$ cat src/rtl/demux32_row.sv
// -----------------------------------------------------------------------------
// demux32_row
//
// Row packer for the matrix-multiply datapath. Incoming words arrive one per
// accepted handshake and are placed, in arrival order, into the 32 slots of a
// row (slot k occupies bits [WIDTH*k +: WIDTH]). A completed row moves into
// an output register and is offered downstream on a second valid/ready
// handshake. The fill buffer and the output register are separate, so the
// next row keeps filling while the previous one waits for the consumer.
//
// Ports
//   clk        in   1             single clock, rising edge
//   rst        in   1             synchronous active-high reset
//   in_valid   in   1             input word valid
//   in_ready   out  1             input word accepted when in_valid && in_ready
//   in_data    in   WIDTH         input word
//   in_flush   in   1             close a partial row, unfilled slots read zero
//   out_valid  out  1             out_data holds a complete row
//   out_ready  in   1             consumer takes the row on out_valid && out_ready
//   out_data   out  32*WIDTH      row, slot k at [WIDTH*k +: WIDTH]
//   fill_cnt   out  6             words held in the fill buffer (0..32)
//
// fill_cnt == 32 marks a row that is complete (full or flushed) but could not
// move to the output register because the consumer had not taken the previous
// row. Input is refused in that state until the row has moved.
// -----------------------------------------------------------------------------
module demux32_row #(
    parameter int WIDTH = 32
) (
    input  logic                  clk,
    input  logic                  rst,
    input  logic                  in_valid,
    output logic                  in_ready,
    input  logic [WIDTH-1:0]      in_data,
    input  logic                  in_flush,
    output logic                  out_valid,
    input  logic                  out_ready,
    output logic [32*WIDTH-1:0]   out_data,
    output logic [5:0]            fill_cnt
);

    localparam int         SLOTS    = 32;
    localparam int         ROW_W    = SLOTS * WIDTH;
    localparam logic [5:0] CNT_LAST = 6'd31;
    localparam logic [5:0] CNT_FULL = 6'd32;

    // -------------------------------------------------------------------------
    // State
    // -------------------------------------------------------------------------
    logic [ROW_W-1:0] fill_buf_q,  fill_buf_d;
    logic [5:0]       fill_cnt_q,  fill_cnt_d;
    logic [ROW_W-1:0] out_data_q,  out_data_d;
    logic             out_valid_q, out_valid_d;

    // -------------------------------------------------------------------------
    // Handshake and row-completion decode
    // -------------------------------------------------------------------------
    logic             stalled;     // complete row parked in the fill buffer
    logic             accept;      // input word taken this cycle
    logic             last_word;   // this accept fills slot 31
    logic [5:0]       cnt_after;   // fill count once this cycle's word is in
    logic             flush_take;  // flush request that actually closes a row
    logic             row_done;    // a complete row wants the output register
    logic             slot_free;   // output register can take a row this edge
    logic             pop;         // consumer takes the current output row
    logic [ROW_W-1:0] row_merged;  // fill buffer with this cycle's word merged

    assign stalled   = (fill_cnt_q == CNT_FULL);

    // Depends only on registered state and reset, never on in_valid/in_data,
    // so upstream can use it without forming a combinational loop.
    assign in_ready  = !rst && !stalled;

    assign accept    = in_valid && in_ready;
    assign last_word = accept && (fill_cnt_q == CNT_LAST);
    assign cnt_after = fill_cnt_q + {5'd0, accept};

    // A flush closes the row only if it would leave 1..31 words behind. An
    // empty row has nothing to emit, a stalled row is already closed, and a
    // flush alongside the 32nd word must not produce a second row.
    assign flush_take = in_flush && !stalled && !last_word && (cnt_after != 6'd0);

    assign row_done  = last_word || stalled || flush_take;
    assign slot_free = !out_valid_q || out_ready;
    assign pop       = out_valid_q && out_ready;

    // -------------------------------------------------------------------------
    // Slot write: the incoming word lands in slot fill_cnt[4:0]. The merged
    // row feeds both the fill buffer and, on the bypass path, the output
    // register directly, so a row closing with its last word costs no bubble.
    // Unwritten slots are already zero, which is what makes flush padding free.
    // -------------------------------------------------------------------------
    generate
        for (genvar gi = 0; gi < SLOTS; gi++) begin : g_slot
            logic slot_we;
            assign slot_we = accept && (fill_cnt_q[4:0] == 5'(gi));
            assign row_merged[gi*WIDTH +: WIDTH] =
                slot_we ? in_data : fill_buf_q[gi*WIDTH +: WIDTH];
        end
    endgenerate

    // -------------------------------------------------------------------------
    // Next-state logic
    // -------------------------------------------------------------------------
    always_comb begin
        fill_buf_d  = fill_buf_q;
        fill_cnt_d  = fill_cnt_q;
        out_data_d  = out_data_q;
        out_valid_d = out_valid_q;

        if (row_done && slot_free) begin
            // Transfer. If the consumer pops on this same edge the new row
            // simply replaces the old one and out_valid stays high.
            out_data_d  = row_merged;
            out_valid_d = 1'b1;
            fill_buf_d  = '0;
            fill_cnt_d  = 6'd0;
        end else if (row_done) begin
            // Output still occupied: park the row. slot_free is false here,
            // so no pop can be happening on this edge.
            fill_buf_d  = row_merged;
            fill_cnt_d  = CNT_FULL;
        end else begin
            fill_buf_d  = row_merged;
            fill_cnt_d  = cnt_after;
            if (pop) begin
                out_valid_d = 1'b0;   // out_data keeps its last value
            end
        end
    end

    // -------------------------------------------------------------------------
    // Registers
    // -------------------------------------------------------------------------
    always_ff @(posedge clk) begin
        if (rst) begin
            fill_buf_q  <= '0;
            fill_cnt_q  <= 6'd0;
            out_data_q  <= '0;
            out_valid_q <= 1'b0;
        end else begin
            fill_buf_q  <= fill_buf_d;
            fill_cnt_q  <= fill_cnt_d;
            out_data_q  <= out_data_d;
            out_valid_q <= out_valid_d;
        end
    end

    assign out_data  = out_data_q;
    assign out_valid = out_valid_q;
    assign fill_cnt  = fill_cnt_q;

endmodule

$ cat config.mk
export PLATFORM = sky130hd
export DESIGN_NAME = demux32_row
export DESIGN_NICKNAME = d
export VERILOG_FILES = /design/src/rtl/demux32_row.sv
export SDC_FILE = /design/constraint.sdc
export NUM_CORES = 2
export LEC_CHECK = 0
export ABC_CLOCK_PERIOD_IN_PS = 10800
export BUFFER_PORTS_ARGS = -buffer_cell sky130_fd_sc_hd__buf_2
export CAP_MARGIN = 30
export CORE_MARGIN = 2
export CORE_UTILIZATION = 36
export DETAILED_ROUTE_END_ITERATION = 12
export GPL_ROUTABILITY_DRIVEN = 0
export SLEW_MARGIN = 40
export SYNTH_ARGS = -nofsm -noshare
export SYNTH_HDL_FRONTEND = slang
export SYNTH_SLANG_ARGS = --single-unit
$ cat constraint.sdc
create_clock -name clk -period 10.8 [get_ports clk]
set_input_delay 2.16 -clock clk [delete_from_list [all_inputs] [get_ports clk]]
set_output_delay 2.16 -clock clk [all_outputs]
set_load 0.02 [all_outputs]
Yosys cells after proc, flatten, opt, wreduce, memory -nomap -nowiden
Index checks and enable logic that the tools add are counted.
{"block": "totals", "ff_bits": 2055, "inputBits": 37, "out_inout_bits": 1032, "word_cells": 129}
{"block": "op_classes", "add_sub_neg": 1, "n_eq_ne": 34, "mux": 36, "reduce_logical": 53}
{"operator": "32-bit 2-to-1 mux", "n": 32}
{"operator": "5-bit == test, second input constant", "n": 16}
{"operator": "5-bit by 4-bit == test with 1-bit output, second input constant", "n": 8}
{"operator": "1-bit logical AND", "n": 40}
{"operator": "5-bit by 3-bit == test with 1-bit output, second input constant", "n": 4}
{"operator": "5-bit by 2-bit == test with 1-bit output, second input constant", "n": 2}
{"operator": "6-bit by 1-bit adder with 6-bit output", "n": 1}
{"operator": "6-bit by 5-bit == test with 1-bit output, second input constant", "n": 1}
{"operator": "6-bit == test, second input constant", "n": 1}
{"operator": "6-bit 2-to-1 mux", "n": 1}
{"operator": "6-bit nonzero test", "n": 1}
{"operator": "5-bit by 1-bit == test with 1-bit output, second input constant", "n": 1}
{"operator": "5-bit zero test", "n": 1}
{"operator": "1-bit zero test", "n": 4}
{"operator": "1-bit logical OR", "n": 3}
{"operator": "1-bit 2-to-1 mux", "n": 3}
{"operator": "3-bit OR reduction", "n": 1}
{"operator": "2-bit by 1-bit != test with 1-bit output, second input constant", "n": 1}
{"operator": "2-bit AND reduction", "n": 1}
{"operator": "2-bit nonzero test", "n": 1}
{"operator": "2-bit OR reduction", "n": 1}

Depth between registers and ports, before layout
{"block": "logic_depth", "depth_word": 12, "ltp_mapped": 17, "depth_no_buf": 11}

Worst setup path after synthesis
OpenSTA, ideal clock, no wires.
{"block": "synth_path", "kind": "input-to-reg", "startpoint": "in rst", "endpoint": "reg out_data_q[508] (netlist: out_data[508])", "setup_ps": 123, "arrival_time_ps": 5644, "t_required_ps": 10677, "setup_slack_ps": 5032, "stages": 16, "n_path_buf": 7, "path_cell_list": "clkbuf_1 > clkbuf_1 > clkbuf_1 > buf_1 > nor2_1 > and2_1 > ha_1 > ha_1 > and3b_1 > o21ai_1 > a2111oi_4 > nor3_2 > buf_6 > buf_6 > buf_2 > mux2_1"}
{"block": "synth_via", "elab_chain_len": 9, "word_cells_on_any_way": 14, "classes_between": "add/sub (1); mux (1); reduce/logical (12)"}
{"element": "from (decl)", "line_no": "31", "source": "input logic rst,"}
{"element": "1-bit zero test (*)", "line_no": "72", "source": "assign in_ready = !rst && !stalled;"}
{"element": "1-bit logical AND (*)", "line_no": "72"}
{"element": "net in_ready", "line_no": "33", "source": "output logic in_ready,"}
{"element": "1-bit logical AND (*)", "line_no": "74", "source": "assign accept = in_valid && in_ready;"}
{"element": "parallel branches: the longest is 6 deep, another holds 6-bit by 1-bit adder with 6-bit output"}
{"element": "to (signal assigned)", "line_no": "144", "source": "out_data_q <= out_data_d;"}
{"element": "to (decl)", "line_no": "52", "source": "logic [ROW_W-1:0] out_data_q, out_data_d;"}
Mark *: on every way through the listed nets, which the timed path passes.
A chain may end at the register's enable or synchronous reset.

Worst setup path in the final report
{"block": "layout_path", "startpoint": "in rst", "endpoint": "reg out_data_q[344] (netlist: out_data[344])"}
{"block": "layout_via", "elab_chain_len": 9, "word_cells_on_any_way": 14, "classes_between": "add/sub (1); mux (1); reduce/logical (12)"}
{"element": "parallel branches: the longest is 9 deep, another holds 6-bit by 1-bit adder with 6-bit output"}
Several ways; the timed one is not identified.

==> results by stage <==
Logic synthesis:
- The share of synthesized area occupied by flip-flops and latches is 47.5%.
- Of the total synthesized cell area, the portion taken by XOR and XNOR cells is 0.0404%.
- In this run, synthesis produced a sequential element count of 2055.
- Of the total synthesized cell area, the portion taken by AND, OR, NAND and NOR gates is 22.6%.
- The mux cell area share after synthesis is 25.1%.
- The share of the synthesized area in compound gates (AO/OA/AOI/OAI) is 0.0765%.
- By area, the combinational part of the netlist is dominated by multiplexers.
- Counting every net in the synthesized netlist gives 8081.
- In this run the cell area of the synthesized design comes to 86700 um^2.
- Yosys mapped the design onto 37 distinct sky130hd cell types.
- After synthesis, the mean cell area works out to 10.8 um^2.
- Counting flops with a built-in enable in the synthesized netlist gives 0.
- The number of warnings reported in the yosys synthesis log is 0.
- The synthesized netlist cell count is 8041.
- For this run, the leading register cell type out of synthesis is dfxtp_1.
- The synthesized netlist devotes 0.0433% of its cell area to adder and majority cells.
- Counting flops with an async set or reset pin after synthesis yields a share of 0%.

Setup path:
- STA classifies the critical path startpoint as an input port.
- STA puts the critical path data required time at 11.55 ns.
- In this run the register-to-register setup slack is 5.23 ns.
- The highest fanout seen on the critical path is 132.
- The critical path is of the input port to flip-flop type.
- The worst setup path is captured at a flip-flop.
- The worst register-to-register path begins at fill_cnt[0].
- The endpoint identified for the worst register-to-register timing path is out_data[344].
- Data arrives at the worst endpoint at 6.70 ns.
- The path depth of the worst reg2reg path is 15.

GRT:
- The met3 track demand over resource is 2.89%.
- The global-route met1 utilization is 29.3%.
- Global routing used 32.8% of the available met2 tracks.
- Summed over all layers, the global routing overflow is 0.
- The number of antenna violations at the first check in global routing is 30.
- The largest net degree at the start of global routing is 197.
- The wire length of the first global-routing pass is 380 mm.
- The via count of the first global-routing pass is 55300.
- The combined global-route utilization of all metal layers is 20.8%.
- met2 is the most crowded layer.

STA:
- Derived from the worst setup path, the maximum achievable clock frequency is 168 MHz.
- The max-slew violation count is 0.
- Setup repair after global routing left no endpoint under its margin.
- The slack of the critical path is 4.85 ns.
- Setup violations remaining at the end of the flow were counted as 0.
- The slew at the pin closest to its max-slew limit is 0.894 ns.
- The time the final worst path needs with I/O delays and setup is 5.95 ns.
- The final-layout setup total negative slack is 0 ns.
- Headroom to the max-slew limit came out at 40.4%.
- The post-route clock period utilization is 55.1%.
- The final-report hold violation count came to 0.
- On the final layout, the worst clock skew is 0.0571 ns.

Clock network:
- The quantity of gates resized following cts is 0.
- Buffers inserted to repair hold after CTS numbered 0.
- In this run the clock root is driven by a clkbuf_16.
- The clock buffer count from CTS is 214.
- The deepest clock path buffer count is 3.
- The clock reaches the later pin of the worst-skew pair after 0.88 ns.
- TritonCTS built the clock tree.
- CTS saw 2055 sinks.
- The CTS H-tree depth is 4.
- After clock tree synthesis, the setup repair step added 0 buffers.
- The CTS clock-pin slew for the worst setup and hold paths is 0.06 ns.

Floorplan:
- 1069 I/O pins were placed.
- The vertical extent of the die is 495 um.
- The core region is 240000 um^2.
- The die covers 245000 um^2.
- The die is 495 um wide.
- The effective utilization at floorplan is 36.1%.
- The number of core rows is 180.

Routing:
- The routed via count is 59300.
- The first detailed-routing pass took 5 iterations.
- In the routed layout, each cell is associated on average with a via count of 4.93.
- The final wirelength is 267 mm.
- After detailed routing, the average wire length per cell comes to 22.1 um.
- The total DRC errors in the routed layout is 0.
- The detailed router finished its first iteration with 4251 violations.
- The count of nets left with antenna violations once routing finished came out at 0.

Power and ir drop:
- The standby leakage power is 0.0464 uW.
- The maximum VDD drop is 191 uV.
- For this design the ratio of total power to cell area is 169 nW/um^2.

Min path:
- The path with the worst hold slack has its endpoint at out_valid.
- The worst hold path class is flip-flop to flip-flop.
- The worst min-delay path startpoint is out_valid.
- The number of cells on the worst hold path is 2.

Placement:
- The post-detailed-placement half-perimeter wirelength is 161 mm.
- The port buffer count is 1068.
- Timing analysis after detailed placement gives a worst setup slack of 4.08 ns.

Status:
- The run finished with clean final reports.

Cells and area:
- Compared with the post-synthesis result, the final layout area differs by 16.4%.
- At the end of the flow, the number of nets in the layout was 8694.
- The fraction of final layout cells with drive strength greater than 1 is 31.9%.

Job:
- The reported max-cap violation count is 0.
sequential cells by signal, indices dropped and copies added (netlist names):
signal,cells
out_valid,1
fill_buf_q,1024
fill_cnt,6
out_data,1024
worst max-delay path: stages:
cell and delay (ns):
buf_12 0.47, nor2_1 0.14, and2_1 0.21, ha_1 0.19
ha_1 0.24, and3b_1 0.18, o21ai_1 0.24, a2111oi_4 0.14
nor3_4 0.39, buf_12 0.45, buf_12 0.19, buf_16 0.37
buf_16 0.40, mux2_2 0.38
synthesized netlist by cell type, types with 3 or more instances:
master | n | share of area, %
buf_1 | 24 | 0.10
buf_2 | 152 | 0.88
buf_4 | 62 | 0.54
buf_6 | 94 | 1.2
clkbuf_1 | 446 | 1.9
dfxtp_1 | 2055 | 47
ha_1 | 3 | 0.043
mux2_1 | 500 | 6.5
mux2_2 | 524 | 6.8
mux2i_1 | 1024 | 12
nand2_1 | 3 | 0.013
nand2b_1 | 5 | 0.036
nand3_1 | 15 | 0.087
nand4_1 | 5 | 0.036
nor2_1 | 1034 | 4.5
nor2b_1 | 1030 | 7.4
nor3_1 | 279 | 1.6
nor3_2 | 756 | 8.7
nor4_2 | 3 | 0.043
report_power, final:
part           internal (uW)  leakage [uW]  switching, uW
logic                    506        0.0264           1460
registers               7610        0.0165           22.5
clock network           4280       0.00352           3200
area by class of cell:
type / instances / area, um^2
sequential: 2055 / 41100
clock buffer: 335 / 6410
clock inverter: 63 / 773
timing repair buffer: 1175 / 6920
antenna: 13 / 32.5
inverter: 2 / 7.51
multi-input combinational: 5206 / 41700
tap: 3185 / 3990
fill: 23100 / 139000
cells in the final DEF (no fill, tap or decap), types with 15 or more instances in the layout:
| cell | n |
|---|---|
| nor2b_1 | 1030 |
| mux2_1 | 500 |
| buf_2 | 1035 |
| dfxtp_1 | 2054 |
| buf_4 | 59 |
| clkbuf_8 | 59 |
| clkbuf_16 | 215 |
| mux2i_1 | 1024 |
| nor3_1 | 270 |
| nor3_2 | 764 |
| buf_6 | 49 |
| mux2_2 | 524 |
| clkbuf_1 | 62 |
| clkinv_2 | 30 |
| buf_12 | 16 |
| nor2_1 | 1034 |
| buf_16 | 15 |
layer usage:
metal | wire (um) | vias up | part of all wire [%]
met4 | 7240 | 0 | 2.7
met1 | 124000 | 29100 | 47
met3 | 14700 | 350 | 5.5
li1 | - | 28200 | -
met2 | 120000 | 1594 | 45
met5 | 0 | - | 0
logic make-up (layout without fill, tap and decap cells):
logic type	Yosys count	in the layout
AO/OA/AOI/OAI	7	7
multiplexers	2048	2048
XOR/XNOR	4	4
adder cells (fa/ha/maj)	3	3
buffers and inverters	780	1575
other	0	13
AND/OR/NAND/NOR	3144	3144
flip-flops	2055	2055
stage by stage:
step | std cells | area (um^2) | util (%) | hold slack (ns) | power [uW]
global placement | 11600 | 93100 | 38.8 | 0.470 | 9690
detailed placement | 11600 | 93600 | 39.0 | 0.481 | 9760
CTS | 12000 | 101000 | 42.0 | 0.490 | 17200
floorplan | 8041 | 86700 | - | 0.491 | 9500
finish | 12000 | 101000 | 42.0 | 0.480 | 17100
global route | 12000 | 101000 | 42.0 | 0.512 | 17700
worst max path at each step:
stage	start	to	slack (ns)
detailed placement	rst	out_data[344]	4.08
global placement	rst	out_data[603]	3.99
CTS	rst	out_data[344]	5.04
global route	rst	out_data[726]	4.67
floorplan	rst	out_data[508]	5.03
finish	rst	out_data[344]	4.85
Power figures use the tool's default switching activity.
